File: src/rtl/clock_set_controller.sv
`default_nettype none
// ============================================================================
// Module      : clock_set_controller
// Description : Button-driven time/date setting controller. A mode button
//               steps RUN -> SET_SEC -> SET_MIN -> SET_HOUR -> SET_DAY ->
//               SET_MON -> SET_YEAR -> RUN. In a SET state, inc/dec button
//               edges become single-cycle pulses to the selected field
//               counter. An idle timeout returns to RUN, and a blink output
//               flashes the selected field.
//
// Optional    : CLOCK_SET_AUTO_REPEAT_EN - when defined, a held inc/dec button
//               auto-repeats after REPEAT_DELAY cycles, then every REPEAT_RATE
//               cycles. When undefined, each press yields exactly one pulse.
//
// Parameters  : TIMEOUT_CYC  - idle cycles in a SET state before return to RUN
//               REPEAT_DELAY - hold cycles before the first auto-repeat pulse
//               REPEAT_RATE  - cycles between successive auto-repeat pulses
//               BLINK_HALF   - cycles per half-period of blink
//
// Ports       : clk        in   sole clock, rising edge
//               rstn       in   asynchronous active-low reset
//               btn_mode   in   debounced mode button (level high)
//               btn_inc    in   debounced increment button (level high)
//               btn_dec    in   debounced decrement button (level high)
//               set_mode   out  high in every SET state
//               set_enable out  high in every SET state
//               field_sel  out  one-hot selected field
//                               (sec, min, hour, day, month, year)
//               inc        out  single-cycle increment pulse
//               dec        out  single-cycle decrement pulse
//               blink      out  display blink enable for the selected field
//
// Revision    : 1.0 - initial release
// ============================================================================
module clock_set_controller #(
    parameter int TIMEOUT_CYC  = 1000,
    parameter int REPEAT_DELAY = 500,
    parameter int REPEAT_RATE  = 100,
    parameter int BLINK_HALF   = 250
) (
    input  logic       clk,
    input  logic       rstn,
    input  logic       btn_mode,
    input  logic       btn_inc,
    input  logic       btn_dec,
    output logic       set_mode,
    output logic       set_enable,
    output logic [5:0] field_sel,
    output logic       inc,
    output logic       dec,
    output logic       blink
);

    // ------------------------------------------------------------------
    // Constants
    // ------------------------------------------------------------------
    localparam int c_IDLE_W  = $clog2(TIMEOUT_CYC + 1);
    localparam int c_BLINK_W = $clog2(BLINK_HALF + 1);

    localparam logic [c_IDLE_W-1:0]  c_IDLE_LAST  = c_IDLE_W'(TIMEOUT_CYC - 1);
    localparam logic [c_BLINK_W-1:0] c_BLINK_LAST = c_BLINK_W'(BLINK_HALF - 1);

    // ------------------------------------------------------------------
    // Main mode FSM encoding
    // ------------------------------------------------------------------
    typedef enum logic [2:0] {
        ST_RUN      = 3'd0,
        ST_SET_SEC  = 3'd1,
        ST_SET_MIN  = 3'd2,
        ST_SET_HOUR = 3'd3,
        ST_SET_DAY  = 3'd4,
        ST_SET_MON  = 3'd5,
        ST_SET_YEAR = 3'd6
    } state_t;

    state_t r_state;
    state_t w_state_nxt;

    // Button history (previous-cycle levels) for rising-edge detection
    logic r_mode_q;
    logic r_inc_q;
    logic r_dec_q;

    logic w_mode_edge;
    logic w_inc_edge;
    logic w_dec_edge;
    logic w_any_edge;
    logic w_both;
    logic w_in_set;
    logic w_state_chg;
    logic w_timeout;
    logic w_pulse_ok;
    logic w_inc_first;
    logic w_dec_first;
    logic w_inc_fire;
    logic w_dec_fire;
    logic [5:0] w_field_nxt;

    logic [c_IDLE_W-1:0]  r_idle_cnt;
    logic [c_BLINK_W-1:0] r_blink_cnt;

    // ------------------------------------------------------------------
    // Edge detection and qualifiers
    // ------------------------------------------------------------------
    assign w_mode_edge = btn_mode & ~r_mode_q;
    assign w_inc_edge  = btn_inc  & ~r_inc_q;
    assign w_dec_edge  = btn_dec  & ~r_dec_q;
    assign w_any_edge  = w_mode_edge | w_inc_edge | w_dec_edge;
    assign w_both      = btn_inc & btn_dec;
    assign w_in_set    = (r_state != ST_RUN);
    assign w_state_chg = (w_state_nxt != r_state);

    // A button edge in the terminal idle cycle counts as activity, so the
    // timeout only fires on a genuinely quiet cycle.
    assign w_timeout = w_in_set && (r_idle_cnt >= c_IDLE_LAST) && !w_any_edge;

    // inc/dec edges are honoured only in SET states, never alongside a mode
    // edge, and never while both buttons are held (which also keeps inc and
    // dec mutually exclusive).
    assign w_pulse_ok  = w_in_set & ~w_mode_edge & ~w_both;
    assign w_inc_first = w_pulse_ok & w_inc_edge;
    assign w_dec_first = w_pulse_ok & w_dec_edge;

    always_ff @(posedge clk or negedge rstn) begin
        if (!rstn) begin
            r_mode_q <= 1'b0;
            r_inc_q  <= 1'b0;
            r_dec_q  <= 1'b0;
        end else begin
            r_mode_q <= btn_mode;
            r_inc_q  <= btn_inc;
            r_dec_q  <= btn_dec;
        end
    end

    // ------------------------------------------------------------------
    // Main FSM: state register
    // ------------------------------------------------------------------
    always_ff @(posedge clk or negedge rstn) begin
        if (!rstn) begin
            r_state <= ST_RUN;
        end else begin
            r_state <= w_state_nxt;
        end
    end

    // ------------------------------------------------------------------
    // Main FSM: next state and field decode
    // ------------------------------------------------------------------
    always_comb begin
        w_state_nxt = r_state;
        if (w_mode_edge) begin
            case (r_state)
                ST_RUN:      w_state_nxt = ST_SET_SEC;
                ST_SET_SEC:  w_state_nxt = ST_SET_MIN;
                ST_SET_MIN:  w_state_nxt = ST_SET_HOUR;
                ST_SET_HOUR: w_state_nxt = ST_SET_DAY;
                ST_SET_DAY:  w_state_nxt = ST_SET_MON;
                ST_SET_MON:  w_state_nxt = ST_SET_YEAR;
                default:     w_state_nxt = ST_RUN;
            endcase
        end else if (w_timeout) begin
            w_state_nxt = ST_RUN;
        end
    end

    always_comb begin
        w_field_nxt = 6'b000000;
        case (w_state_nxt)
            ST_SET_SEC:  w_field_nxt = 6'b000001;
            ST_SET_MIN:  w_field_nxt = 6'b000010;
            ST_SET_HOUR: w_field_nxt = 6'b000100;
            ST_SET_DAY:  w_field_nxt = 6'b001000;
            ST_SET_MON:  w_field_nxt = 6'b010000;
            ST_SET_YEAR: w_field_nxt = 6'b100000;
            default:     w_field_nxt = 6'b000000;
        endcase
    end

`ifdef CLOCK_SET_AUTO_REPEAT_EN
    // ------------------------------------------------------------------
    // Auto-repeat FSM. The hold counter is reloaded to 1 on every pulse, so
    // a pulse at cycle N is followed by the next at N+REPEAT_DELAY (first
    // repeat) and then every REPEAT_RATE cycles. r_rep_fast marks which of
    // the two intervals is currently being timed.
    // ------------------------------------------------------------------
    localparam int c_HOLD_W = ($clog2(REPEAT_DELAY + 1) > $clog2(REPEAT_RATE + 1)) ?
                              $clog2(REPEAT_DELAY + 1) : $clog2(REPEAT_RATE + 1);
    localparam logic [c_HOLD_W-1:0] c_REP_DELAY = c_HOLD_W'(REPEAT_DELAY);
    localparam logic [c_HOLD_W-1:0] c_REP_RATE  = c_HOLD_W'(REPEAT_RATE);
    localparam logic [c_HOLD_W-1:0] c_HOLD_MAX  = {c_HOLD_W{1'b1}};

    typedef enum logic {
        REP_IDLE = 1'b0,
        REP_HOLD = 1'b1
    } rep_state_t;

    rep_state_t          r_rep_state;
    rep_state_t          w_rep_nxt;
    logic                r_rep_dir;   // 1 = inc held, 0 = dec held
    logic                w_dir_nxt;
    logic                r_rep_fast;
    logic                w_fast_nxt;
    logic [c_HOLD_W-1:0] r_hold_cnt;
    logic [c_HOLD_W-1:0] w_hold_nxt;
    logic                w_rep_held;
    logic                w_rep_cancel;
    logic                w_rep_fire;

    assign w_rep_held   = r_rep_dir ? btn_inc : btn_dec;
    assign w_rep_cancel = ~w_in_set | w_mode_edge | w_both | ~w_rep_held | w_state_chg;

    always_ff @(posedge clk or negedge rstn) begin
        if (!rstn) begin
            r_rep_state <= REP_IDLE;
            r_rep_dir   <= 1'b0;
            r_rep_fast  <= 1'b0;
            r_hold_cnt  <= '0;
        end else begin
            r_rep_state <= w_rep_nxt;
            r_rep_dir   <= w_dir_nxt;
            r_rep_fast  <= w_fast_nxt;
            r_hold_cnt  <= w_hold_nxt;
        end
    end

    always_comb begin
        w_rep_nxt  = r_rep_state;
        w_dir_nxt  = r_rep_dir;
        w_fast_nxt = r_rep_fast;
        w_hold_nxt = r_hold_cnt;
        w_rep_fire = 1'b0;
        if (w_inc_first || w_dec_first) begin
            w_rep_nxt  = REP_HOLD;
            w_dir_nxt  = w_inc_first;
            w_fast_nxt = 1'b0;
            w_hold_nxt = c_HOLD_W'(1);
        end else if (r_rep_state == REP_HOLD) begin
            if (w_rep_cancel) begin
                w_rep_nxt  = REP_IDLE;
                w_fast_nxt = 1'b0;
                w_hold_nxt = '0;
            end else if (r_rep_fast ? (r_hold_cnt >= c_REP_RATE)
                                    : (r_hold_cnt >= c_REP_DELAY)) begin
                w_rep_fire = 1'b1;
                w_fast_nxt = 1'b1;
                w_hold_nxt = c_HOLD_W'(1);
            end else if (r_hold_cnt != c_HOLD_MAX) begin
                w_hold_nxt = r_hold_cnt + 1'b1;
            end
        end
    end

    assign w_inc_fire = w_inc_first | (w_rep_fire &  r_rep_dir);
    assign w_dec_fire = w_dec_first | (w_rep_fire & ~r_rep_dir);
`else
    // Without auto-repeat each press yields exactly one pulse.
    assign w_inc_fire = w_inc_first;
    assign w_dec_fire = w_dec_first;
`endif

    // ------------------------------------------------------------------
    // Idle counter: runs in SET states, cleared by any activity
    // ------------------------------------------------------------------
    always_ff @(posedge clk or negedge rstn) begin
        if (!rstn) begin
            r_idle_cnt <= '0;
        end else if (!w_in_set || w_state_chg || w_any_edge) begin
            r_idle_cnt <= '0;
        end else if (r_idle_cnt < c_IDLE_LAST) begin
            r_idle_cnt <= r_idle_cnt + 1'b1;
        end
    end

    // ------------------------------------------------------------------
    // Blink generator: restarts high on every state change
    // ------------------------------------------------------------------
    always_ff @(posedge clk or negedge rstn) begin
        if (!rstn) begin
            r_blink_cnt <= '0;
            blink       <= 1'b0;
        end else if (w_state_chg) begin
            r_blink_cnt <= '0;
            blink       <= (w_state_nxt != ST_RUN);
        end else if (!w_in_set) begin
            r_blink_cnt <= '0;
            blink       <= 1'b0;
        end else if (r_blink_cnt >= c_BLINK_LAST) begin
            r_blink_cnt <= '0;
            blink       <= ~blink;
        end else begin
            r_blink_cnt <= r_blink_cnt + 1'b1;
        end
    end

    // ------------------------------------------------------------------
    // Registered outputs, driven from next-state so they reflect a mode
    // change in the cycle right after the detected edge.
    // ------------------------------------------------------------------
    always_ff @(posedge clk or negedge rstn) begin
        if (!rstn) begin
            set_mode   <= 1'b0;
            set_enable <= 1'b0;
            field_sel  <= 6'b000000;
            inc        <= 1'b0;
            dec        <= 1'b0;
        end else begin
            set_mode   <= (w_state_nxt != ST_RUN);
            set_enable <= (w_state_nxt != ST_RUN);
            field_sel  <= w_field_nxt;
            inc        <= w_inc_fire;
            dec        <= w_dec_fire;
        end
    end

endmodule
`default_nettype wire

File: config.mk
export PLATFORM = sky130hd
export DESIGN_NAME = clock_set_controller
export DESIGN_NICKNAME = d
export VERILOG_FILES = /design/src/rtl/clock_set_controller.sv
export SDC_FILE = /design/constraint.sdc
export NUM_CORES = 1
export LEC_CHECK = 0
export CORE_MARGIN = 2
export CORE_UTILIZATION = 47
export DETAILED_ROUTE_END_ITERATION = 16
export PLACE_DENSITY = 0.66
export SLEW_MARGIN = 0
export SYNTH_ARGS = -nofsm -noshare
export SYNTH_HDL_FRONTEND = slang
export SYNTH_SLANG_ARGS = --single-unit
File: constraint.sdc
create_clock -name clk -period 3.1 [get_ports clk]
set_input_delay 0.465 -clock clk [delete_from_list [all_inputs] [get_ports clk]]
set_output_delay 0.465 -clock clk [all_outputs]
set_load 0.03 [all_outputs]
==> results.toml <==
[outcome]
status = "finished clean"

[grt]
first_global_vias = 945
grt_pass1_wl_mm = 4.326
gr-total-overflow = 0
antenna_found_initial = 0
grt_usage = 0.1673
grt-busiest-layer = "met2"
met3_usage = 0.07036
use_met1 = 0.2241
grt_max_degree = 35
grt_use_met2 = 0.2335

[sta]
max_slew_margin = 0.6857
setup_viol = 0
finalHoldViolations = 0
drv_slew = 0
worst_pin_slew_ns = 0.4686
fin_tns_setup_ns = 0
rsz0062_at_grt = "no"
fin_crit_sh = 0.6464
finalCriticalPeriod_ns = 2.004
skew_ns = 0.004274
fmaxAchievable_ghz = 0.4990

[layout]
final_common_cell = "dfrtp_1"
nets = 171
drive_gt1_frac = 0.07407
syn_to_final_growth_pct = 14.26
fillCellCount = 274
final_cell_mix = "dfrtp_1, nor2_1, clkdlybuf4s50_1, nand2_1, xnor2_1"
num_antenna_cells = 0

[synthesis]
synthesis.nets = 154
syn_area_um2 = 1518
ys_ff_latch = 34
postSynthAreaPerCell_um2 = 10.47
synth_cells = 145
seq_area_frac_synth = 0.5606
async_flop_share = 1.000
synth_edf_count = 0
synthTopCellsByArea = "dfrtp_1, nor2_1, xnor2_1"
ys_types = 34
synth.largest_area_cell = "dfrtp_1"
synth.top_cell.area_share = 0.5606
ys_warn_count = 0
synth-main-ff-cell = "dfrtp_1"

[pwr]
power.share.switching = 0.3347
power_density_nw_per_um2 = 607.2
ir_worst_vdd_uv = 361.0
p_int_uw = 700.5
p_leak_nw = 0.7709
p_switching_uw = 352.4
fin_total_pwr_mw = 1.053
p_clk_frac = 0.208
combPwrFrac = 0.264
pwr-share-seq = 0.528

[setup_path]
crit_type = "register to register"
path_cells = "ha_1 -> and2_4 -> o311a_4 -> a21o_2 -> or2_1 -> a2bb2oi_1"
cp_num_buf_inv = 0
critPathArrivalTime_ns = 2.23
worstPathMaxFanout = 9
critPathTopFamily = "compound AO/OA/AOI/OAI gates"
worst_path_max_delay_cell = "dfrtp_1"
reg2reg_setup_slack_ns = 1.10
timing.rr.start = "r_idle_cnt[0]"
cp-start-kind = "register"
reg2regPathDepth = 6
r2r-end = "blink"
critPathCaptureType = "register"
slowest_delay_ns = 0.41
worstPathRequired_ns = 3.32

[clocking]
cts_setup_buffers = 0
cts_max_level = 2
cts_tree = "built"
postCtsHoldBufs = 0
cts.sinks = 34
cts.repair.resized = 0
clockBufferDepth = 2
insertion_delay_ns = 0.33
cts-root-buf = "clkbuf_4"
cts-buffers-inserted = 5
path_clk_slew_ns = 0.09

[worst_hold_path]
holdPathStages = 1
hp-start = "r_idle_cnt[0]"
hold_path.class = "register to register"
min_to = "r_idle_cnt[0]"

[floorplanning]
die_area_um2 = 3700
start_util = 0.4971
die_w_um = 60.83
die_h_um = 60.83
num_rows = 20
coreArea_um2 = 3053
ioPinCount = 16

[routing]
route.vias.total = 1012
first_pass_iters = 4
wl_per_cell_um = 11.88
wl_mm = 2.448
drt_iter0_markers = 50
drtAntennaViolNets = 0
drc_errors = 0
routed_via_density = 4.913

[placement]
dp_hpwl_mm = 1.734
portBuffers = 15
gp_congestion = 0.7829

[flow_run]
drv_cap = 0
-- registers in the layout, indices dropped and copies added (netlist names) --
| signal | cells |
|---|---|
| dec | 1 |
| r_state | 3 |
| r_inc_q | 1 |
| field_sel | 6 |
| r_mode_q | 1 |
| set_enable | 1 |
| inc | 1 |
| blink | 1 |
| r_blink_cnt | 8 |
| r_idle_cnt | 10 |
| r_dec_q | 1 |
-- layout make-up --
cell class              instances  area [um2]  area share
flip-flops and latches         34       850.8      0.4906
multi-input cells              99       603.1      0.3478
repair buffers                 16       157.7     0.09091
well taps                      44       55.05     0.03175
clock buffers                   7       45.04     0.02597
inverters                       6       22.52     0.01299
-- Yosys cell counts, types with 3 or more instances --
library cell  count
nand3_1           3
clkbuf_1          3
inv_1             6
o21ai_0           5
nor3_1            4
nand2_1          11
dfrtp_1          34
xnor2_1           8
ha_1              4
xor2_1            4
nand2b_1          4
nand4_1           3
nor2_1           28
-- power by group through the flow --
stage               clock network (mW)  registers (mW)  logic, mW
floorplan                            0           0.591      0.169
global placement                     0           0.562      0.275
detailed placement                   0           0.564      0.280
CTS                              0.232           0.555      0.281
global route                     0.255           0.567      0.307
finish                           0.219           0.556      0.278
-- stage by stage --
stage,area [um2],utilization,hold WS (ns),std cells,setup WS [ns]
finish,1734,0.5680,0.4670,206,1.096
global route,1734,0.5680,0.5152,206,0.9988
CTS,1734,0.5680,0.4667,206,1.095
detailed placement,1689,0.5533,0.4541,199,1.013
global placement,1689,0.5533,0.4501,199,1.057
floorplan,1518,-,0.1694,145,1.231
-- per-layer routing --
metal  routed length [um]  share of wire
met4                   61          0.025
met1                 1201           0.49
met3                  108          0.044
met2                 1076           0.44
met5                    0              0
-- worst reg2reg max path, cell delays in order (launching register included) --
cell and delay (ns):
dfrtp_1 0.41, ha_1 0.21, and2_4 0.18, o311a_4 0.33
a21o_2 0.24, or2_1 0.36, a2bb2oi_1 0.17
-- how the worst max path moves through the flow --
stage,cells after the start,start,endpoint,slack (ns)
5_1_grt,6,r_idle_cnt[0],blink,1.0
3_5_place_dp,6,btn_inc,blink,1.01
4_1_cts,5,r_idle_cnt[0],r_idle_cnt[2],1.10
2_1_floorplan,7,r_idle_cnt[0],blink,1.23
3_3_place_gp,6,btn_inc,blink,1.06
6_report,6,r_idle_cnt[0],blink,1.10
-- kinds of logic (layout without fill, tap and decap cells) --
logic type | Yosys count | in the layout | share of synthesized area
buf+inv | 12 | 29 | 0.04204
fa+ha+maj | 4 | 4 | 0.03298
simple gates | 66 | 66 | 0.2102
compound gates | 17 | 17 | 0.08491
xor+xnor | 12 | 12 | 0.06925
flops | 34 | 34 | 0.5606
Note: power is estimated with default switching activity, not from simulation.
